`config.mk`:
```
export PLATFORM = sky130hd
export DESIGN_NAME = segdisplay_scan_n
export DESIGN_NICKNAME = d
export VERILOG_FILES = /design/src/rtl/segdisplay_scan_n.sv
export SDC_FILE = /design/constraint.sdc
export NUM_CORES = 1
export LEC_CHECK = 0
export CORE_UTILIZATION = 51
export DETAILED_ROUTE_END_ITERATION = 12
export PLACE_DENSITY_LB_ADDON = 0.3
export SLEW_MARGIN = 20
export SYNTH_ARGS = -nofsm -noshare
export SYNTH_HDL_FRONTEND = slang
export SYNTH_SLANG_ARGS = --single-unit
```
`constraint.sdc`:
```
create_clock -name segclk -period 3.6 [get_ports segclk]
set_input_delay 0.36 -clock segclk [delete_from_list [all_inputs] [get_ports segclk]]
set_output_delay 0.36 -clock segclk [all_outputs]
set_load 0.02 [all_outputs]
```
`src/rtl/segdisplay_scan_n.sv`:
```
// Multiplexed 7-segment driver for NUM_DIGITS common-anode digits.
// Built-in prescaler, anti-ghosting guard interval, hex decode, per-digit
// decimal point and blanking. Optional digit blinking is compiled in when
// the macro SEG_BLINK_EN is defined (adds the blink_in port).
// All pins are registered from the next-state counter/index so that
// an/seg/dp always agree with cnt/scan_idx.
module segdisplay_scan_n #(
   parameter int unsigned NUM_DIGITS   = 4,
   parameter int unsigned SCAN_DIV     = 1024,
   parameter int unsigned GUARD_CYCLES = 16,
   parameter int unsigned BLINK_FRAMES = 64,
   localparam int unsigned IDX_W = (NUM_DIGITS > 1) ? $clog2(NUM_DIGITS) : 1
) (
   input  logic                    segclk,
   input  logic                    clr,
   input  logic [4*NUM_DIGITS-1:0] digits_in,
   input  logic [NUM_DIGITS-1:0]   dp_in,
   input  logic [NUM_DIGITS-1:0]   blank_in,
`ifdef SEG_BLINK_EN
   input  logic [NUM_DIGITS-1:0]   blink_in,
`endif
   output logic [6:0]              seg,
   output logic                    dp,
   output logic [NUM_DIGITS-1:0]   an,
   output logic [IDX_W-1:0]        scan_idx
);

   localparam int unsigned CNT_W = (SCAN_DIV > 1) ? $clog2(SCAN_DIV) : 1;
   localparam logic [CNT_W-1:0] CNT_LAST = CNT_W'(SCAN_DIV - 1);
   localparam logic [CNT_W-1:0] GUARD    = CNT_W'(GUARD_CYCLES);
   localparam logic [IDX_W-1:0] IDX_LAST = IDX_W'(NUM_DIGITS - 1);

   // Elaboration-time parameter sanity checks
   if (NUM_DIGITS < 2 || NUM_DIGITS > 16) begin : g_bad_digits
      $error("NUM_DIGITS must be in 2..16");
   end
   if (SCAN_DIV < 2 || GUARD_CYCLES >= SCAN_DIV) begin : g_bad_div
      $error("SCAN_DIV must be >= 2 and GUARD_CYCLES < SCAN_DIV");
   end
   if (BLINK_FRAMES < 1) begin : g_bad_blink
      $error("BLINK_FRAMES must be >= 1");
   end

   logic [CNT_W-1:0]      cnt, cnt_next;
   logic [IDX_W-1:0]      idx_next;
   logic                  slot_wrap;
   logic                  in_guard;
   logic                  hide;
   logic [3:0]            nibble;
   logic [NUM_DIGITS-1:0] an_next;
   logic [6:0]            seg_next;
   logic                  dp_next;

   // Active-high segment pattern {g,f,e,d,c,b,a} for every nibble value
   function automatic logic [6:0] hex_pattern(input logic [3:0] v);
      logic [6:0] p;
      case (v)
         4'h0: p = 7'h3F;  4'h1: p = 7'h06;  4'h2: p = 7'h5B;  4'h3: p = 7'h4F;
         4'h4: p = 7'h66;  4'h5: p = 7'h6D;  4'h6: p = 7'h7D;  4'h7: p = 7'h07;
         4'h8: p = 7'h7F;  4'h9: p = 7'h6F;  4'hA: p = 7'h77;  4'hB: p = 7'h7C;
         4'hC: p = 7'h39;  4'hD: p = 7'h5E;  4'hE: p = 7'h79;  default: p = 7'h71;
      endcase
      return p;
   endfunction

   // Prescaler and digit index next-state; index wraps at NUM_DIGITS-1
   always_comb begin
      slot_wrap = (cnt == CNT_LAST);
      cnt_next  = slot_wrap ? '0 : cnt + 1'b1;
      idx_next  = scan_idx;
      if (slot_wrap) begin
         idx_next = (scan_idx == IDX_LAST) ? '0 : scan_idx + 1'b1;
      end
   end

   // Guard interval: all anodes off during the first GUARD_CYCLES of a slot
   if (GUARD_CYCLES == 0) begin : g_no_guard
      always_comb in_guard = 1'b0;
   end else begin : g_guard
      always_comb in_guard = (cnt_next < GUARD);
   end

`ifdef SEG_BLINK_EN
   localparam int unsigned FR_W = (BLINK_FRAMES > 1) ? $clog2(BLINK_FRAMES) : 1;
   localparam logic [FR_W-1:0] FR_LAST = FR_W'(BLINK_FRAMES - 1);

   logic [FR_W-1:0] frame, frame_next;
   logic            phase, phase_next;

   // Frame counter advances on each full scan; phase flips when it wraps
   always_comb begin
      frame_next = frame;
      phase_next = phase;
      if (slot_wrap && scan_idx == IDX_LAST) begin
         if (frame == FR_LAST) begin
            frame_next = '0;
            phase_next = ~phase;
         end else begin
            frame_next = frame + 1'b1;
         end
      end
   end

   // Blink state register
   always_ff @(posedge segclk or negedge clr) begin
      if (!clr) begin
         frame <= '0;
         phase <= 1'b0;
      end else begin
         frame <= frame_next;
         phase <= phase_next;
      end
   end

   // Blanking uses next-state phase so it stays coherent with scan_idx
   always_comb hide = blank_in[idx_next] | (phase_next & blink_in[idx_next]);
`else
   // Per-digit blanking of the digit about to be selected
   always_comb hide = blank_in[idx_next];
`endif

   // Pin values for the digit selected after this edge
   always_comb begin
      nibble  = digits_in[{idx_next, 2'b00} +: 4];
      an_next = '1;
      if (!in_guard) begin
         an_next[idx_next] = 1'b0;
      end
      seg_next = hide ? '1 : ~hex_pattern(nibble);
      dp_next  = hide | ~dp_in[idx_next];
   end

   // Scan state and registered display pins
   always_ff @(posedge segclk or negedge clr) begin
      if (!clr) begin
         cnt      <= '0;
         scan_idx <= '0;
         an       <= '1;
         seg      <= '1;
         dp       <= 1'b1;
      end else begin
         cnt      <= cnt_next;
         scan_idx <= idx_next;
         an       <= an_next;
         seg      <= seg_next;
         dp       <= dp_next;
      end
   end

endmodule

```
== Yosys cells after proc, flatten, opt, wreduce, memory -nomap -nowiden ==
Memories as Yosys holds them, arrays and structs flattened.
Index checks and enable logic that the tools add are counted.

* Register bits after elaboration: 24
* Memories: 1
* ROM bits: 112
* Logic and storage cells: 30
* Input port bits: 26

* Eq/ne operators: 2
* Multiplexer cells: 11
* Shift operators: 1
* Magnitude comparators: 3
* Bitwise logic cells: 4
* Reductions and logical operators: 1
* Add/sub/neg operators: 2

{| class="wikitable"
|+ Memory list
! memory !! words !! width !! rd ports !! clocked after Yosys merged registers in !! wr ports !! RTL line !! text
|-
| (no name shown) || 16 || 7 || 1 || 0 || 0 || 57 || <nowiki>case (v)</nowiki>
|}

{| class="wikitable"
|+ Operators with widths
! cell !! count
|-
| variable part select 16 x 5 -> 4 bit || 1
|-
| adder 10 x 1 -> 10 bit, second input constant || 1
|-
| == test 10 bit, second input constant || 1
|-
| < comparator 10 x 5 -> 1 bit, second input constant || 1
|-
| 2-to-1 mux 10 bit || 1
|-
| 2-to-1 mux 7 bit || 1
|-
| NOT 7 bit || 1
|-
| binary-select mux 1 bit (select 2 bit) || 2
|-
| 2-to-1 mux 2 bit || 2
|-
| 2-to-1 mux 4 bit || 1
|-
| NOT 4 bit || 1
|-
| < comparator 2 x 3 -> 1 bit, second input constant || 1
|-
| 2-to-1 mux 1 bit || 3
|-
| adder 2 x 1 -> 2 bit, second input constant || 1
|-
| demux 1 bit (select 2 bit) || 1
|-
| == test 2 bit, second input constant || 1
|-
| greater-or-equal comparator 2 x 1 -> 1 bit, second input constant || 1
|-
| logical AND 1 bit || 1
|-
| NOT 1 bit || 1
|-
| OR 1 bit || 1
|}

== Longest topological paths before layout ==
* Depth in word-level cells: 9
* Depth in mapped cells: 11
* Mapped depth without buffers: 9

== Worst setup path after synthesis ==
OpenSTA, ideal clock, no wires.

* Path type: register -> register
* From: register scan_idx[0]
* To: register seg[1]
* Stages on the path, launching flop included: 12
* Setup time: 79 ps
* Period minus slack after synthesis: 3005 ps
* Data arrival time: 2926 ps
* Path slack: 595 ps
* Cell sequence: dfrtp_1 > ha_1 > clkbuf_1 > clkbuf_1 > nand2_1 > a2111oi_0 > nor2_1 > mux2i_1 > inv_1 > ha_1 > mux2_2 > o21ai_0

* Cells in the longest elaborated chain, start to end: 7
* Elaborated cells on any way between the ends: 10
* Classes of those cells: 1 x add/sub; 1 x eq/ne; 1 x shift; 5 x mux; 1 x bitwise; 1 x memory

{| class="wikitable"
|+ Ends and longest elaborated chain
! item !! RTL line !! text
|-
| start, declared || 25 || <nowiki>output logic [IDX_W-1:0] scan_idx</nowiki>
|-
| start signal, assigned || 143 || <nowiki>scan_idx <= idx_next;</nowiki>
|-
| adder 2 x 1 -> 2 bit / == test 2 bit (equally long branches) || 72 || <nowiki>idx_next = (scan_idx == IDX_LAST) ? '0 : scan_idx + 1'b1;</nowiki>
|-
| 2-to-1 mux 2 bit || 72 ||
|-
| 2-to-1 mux 2 bit (*) || 71 || <nowiki>if (slot_wrap) begin</nowiki>
|-
| variable part select 16 x 5 -> 4 bit || 124 || <nowiki>nibble = digits_in[{idx_next, 2'b00} +: 4];</nowiki>
|-
| memory read (16 x 7 bit) || - ||
|-
| NOT 7 bit || 129 || <nowiki>seg_next = hide ? '1 : ~hex_pattern(nibble);</nowiki>
|-
| 2-to-1 mux 7 bit (*) || 129 ||
|-
| via seg_next[1] || 51 || <nowiki>logic [6:0] seg_next;</nowiki>
|-
| end signal, assigned || 145 || <nowiki>seg <= seg_next;</nowiki>
|-
| end, declared || 22 || <nowiki>output logic [6:0] seg,</nowiki>
|}

Mark *: on every way through the listed nets, which the timed path passes. The rest lies on a longest branch. The select of a mux whose other input is x is not followed.

== Worst setup path after layout ==
* From: register cnt[8]
* To: register seg[1]

* Cells in the longest elaborated chain, start to end: 6
* Elaborated cells on any way between the ends: 8
* Classes of those cells: 1 x eq/ne; 1 x shift; 4 x mux; 1 x bitwise; 1 x memory

{| class="wikitable"
|+ Ends and longest elaborated chain
! item !! RTL line !! text
|-
| start, declared || 44 || <nowiki>logic [CNT_W-1:0] cnt, cnt_next;</nowiki>
|-
| start signal, assigned || 142 || <nowiki>cnt <= cnt_next;</nowiki>
|-
| == test 10 bit (*) || 68 || <nowiki>slot_wrap = (cnt == CNT_LAST);</nowiki>
|-
| 2-to-1 mux 2 bit (*) || 71 ||
|-
| variable part select 16 x 5 -> 4 bit || 124 ||
|-
| memory read (16 x 7 bit) || - ||
|-
| NOT 7 bit || 129 ||
|-
| 2-to-1 mux 7 bit (*) || 129 ||
|-
| via seg_next[1] || 51 ||
|}

Marks and branches as above.

==> summary.md <==
| Metric | Value |
|---|---|
| Antenna violations before repair | `0` |
| Hold Path Class | `input port to asynchronous set/reset pin` |
| CTS Buffer Depth | `2` |
| Max Slew Vio Count | `0` |
| Post-Syn Area | `1854 um^2` |
| Kind of critical path | `register to register` |
| GRT Util Overall | `23.70%` |
| Number of global-route vias before repair | `1624` |
| Max Cap Viol | `0` |
| Final TNS setup | `0 ns` |
| VDD IR max | `0.0001244 V` |
| Vias | `1661` |
| Cts bufs inserted | `3` |
| Mapped Avg Cell Area | `8.915 um^2` |
| Die Wd | `62.30 um` |
| Critical-path top delay cell | `dfrtp_1` |
| Synth cell count leaders | `nand2_1 (32), nand2b_1 (22), nor2_1 (18)` |
| Reg2reg setup slack | `0.48 ns` |
| CP Cell Sequence | `clkinv_1 -> nor3_4 -> mux2i_4 -> mux2i_1 -> ha_1 -> mux2_2 -> o21ai_0` |
| DRC viols | `0` |
| Post-Layout Cell Count | `287` |
| Drt pass-1 iters | `4` |
| RSZ-0062 raised after global routing | `no` |
| Clk slew on worst S/H paths | `0.14 ns` |
| Share of cells above drive strength 1 | `12.45%` |
| Total power | `562.3 uW` |
| CP Max Fanout | `14` |
| TritonCTS clock tree | `built` |
| Synth Instances | `208` |
| Count leader, synth | `nand2_1` |
| Number of synthesized flops with an enable pin | `0` |
| Worst-Margin Slew | `0.5318 ns` |
| Clk_skew | `0.007235 ns` |
| Routed Antenna Nets | `0` |
| Asr flop ratio synth | `100.0%` |
| Pre-CTS WS | `0.5439 ns` |
| Average wire per standard cell | `15.00 um` |
| Top cells by area, synth | `dfstp_2 (17%), dfrtp_1 (16%), nand2b_1 (7.4%)` |
| Mapped Nets | `242` |
| Yosys top cell by area | `dfstp_2` |
| Pwr Density | `243.5 nW/um^2` |
| Routed WL | `4.306 mm` |
| Worst Path Required | `3.84 ns` |
| Largest net degree at the start of global routing | `25` |
| Htree depth | `1` |
| I/O Buffers | `39` |
| Status | `finished clean` |
| Clock latency at the later pin of the worst-skew pair | `0.32 ns` |
| Cts hold-fix bufs | `0` |
| CTS sink cnt | `24` |
| Core area | `3416 um^2` |
| Hold Fails Final Rpt | `0` |
| Synth warnings | `0` |
| Share of the synthesized area in the top cell type | `17.00%` |
| Total congestion overflow | `0` |
| Startpoint type of the worst setup path | `register` |
| First-pass GRT wire length | `7.383 mm` |
| Synth Register Bits | `24` |
| CP bufs+invs | `1` |
| Pleak | `0.0009625 uW` |
| CP Capture Type | `register` |
| Synth unique cells | `38` |
| # IOs | `40` |
| Area Overhead vs Synth | `24.56%` |
| Detailed Place HPWL | `3.085 mm` |
| Post-CTS resize count | `0` |
| Row cnt | `21` |
| Final worst slack | `0.4837 ns` |
| Most used DFF post-synth | `dfstp_2` |
| N_diodes | `0` |
| DIE HEIGHT | `62.30 um` |
| Post-CTS Setup Inserts | `0` |
| Die ar. | `3881 um^2` |
| Min Tclk post-route | `3.116 ns` |
| Final Setup Violations | `0` |
| Vias per std cell | `5.787` |
| Max frequency | `320.9 MHz` |
| Root buf cell | `clkbuf_4` |
| Crit path largest cell delay | `0.69 ns` |
| Cell count after placement | `283` |
| Sequential fraction of the synthesis area | `33.20%` |
| Relative slew margins | `63.53%` |
| Initial Utilization | `54.29%` |
| GP Congestion | `0.8495` |
| Fin crit share | `86.56%` |
| Final nets | `276` |
| 1st-iter DRT viols | `102` |
| CP arrival | `3.36 ns` |
| Top delay family on crit path | `multiplexers` |
==> kinds of logic (layout without fill, tap and decap cells) <==
family          Yosys count  in the layout  synth area share [%]
mux                      14             14                 9.042
xor+xnor                 10             10                 4.723
fa+ha+maj                 8              8                 5.398
compound gates           36             36                 15.92
buf+inv                  22             55                 5.533
flops                    24             24                 33.20
simple gates             94             94                 26.18
==> sequential cells by signal, indices dropped and copies added, names as in the netlist <==
name / cells
cnt: 10
scan_idx: 2
an: 4
dp: 1
seg: 7
==> path summary, 6_finish.rpt <==
check,to,start,cells after the start
min in group segclk,cnt[0],cnt[0],1
hold / removal,cnt[7],clr,1
max in group asynchronous,seg[5],clr,1
setup reg to reg,seg[1],cnt[8],7
setup / recovery,seg[1],cnt[8],7
hold reg to reg,cnt[0],cnt[0],1
==> stage by stage <==
step	hold WS (ns)	util (%)	cell area, um^2
CTS	0.5204	67.77	2315
floorplan	0.06441	-	1854
detailed placement	0.5004	66.37	2267
global route	0.01426	67.62	2310
global placement	0.5011	66.37	2267
finish	0.005020	67.62	2310
==> per-layer routing <==
layer,vias to the layer above,global-route usage (%),share of wire (%)
met5,-,0,0
met4,0,5.523,0.84
met3,4,2.941,3.8
met2,50,38.60,47
met1,787,33.57,49
li1,820,-,-
==> power by group <==
| group | switching [uW] | total, uW | internal [uW] | leakage, uW |
|---|---|---|---|---|
| registers | 2.08 | 284 | 282 | 0.000279 |
| logic | 51.1 | 108 | 57.1 | 0.000657 |
| clock network | 84.9 | 170 | 84.8 | 0.0000261 |
| total | 138 | 562 | 424 | 0.000962 |
==> final cells by class <==
| cell class | count | area [um^2] |
|---|---|---|
| fillers | 280 | 1106 |
| inverters | 6 | 22.52 |
| clock buffers | 4 | 47.55 |
| multi-input cells | 162 | 1136 |
| flip-flops and latches | 24 | 615.6 |
| repair buffers | 45 | 430.4 |
| well taps | 46 | 57.56 |
==> layout by cell type, fill, tap and decap left out, types with 4 or more instances in the layout <==
| cell | netlist | routed |
|---|---|---|
| xnor2_1 | 5 | 5 |
| dfstp_2 | 12 | 12 |
| a2111oi_0 | 10 | 10 |
| inv_1 | 5 | 5 |
| nand2_1 | 32 | 32 |
| dfrtp_1 | 12 | 12 |
| and2_1 | 4 | 4 |
| buf_4 | 3 | 6 |
| o221ai_1 | 4 | 4 |
| clkdlybuf4s50_1 | 0 | 38 |
| nor2_1 | 18 | 18 |
| nand2b_1 | 22 | 22 |
| mux2i_1 | 10 | 10 |
| a32oi_1 | 11 | 11 |
| xor2_1 | 5 | 5 |
| nand3_1 | 5 | 5 |
| ha_1 | 8 | 8 |
(Power assumes the default switching activity.)
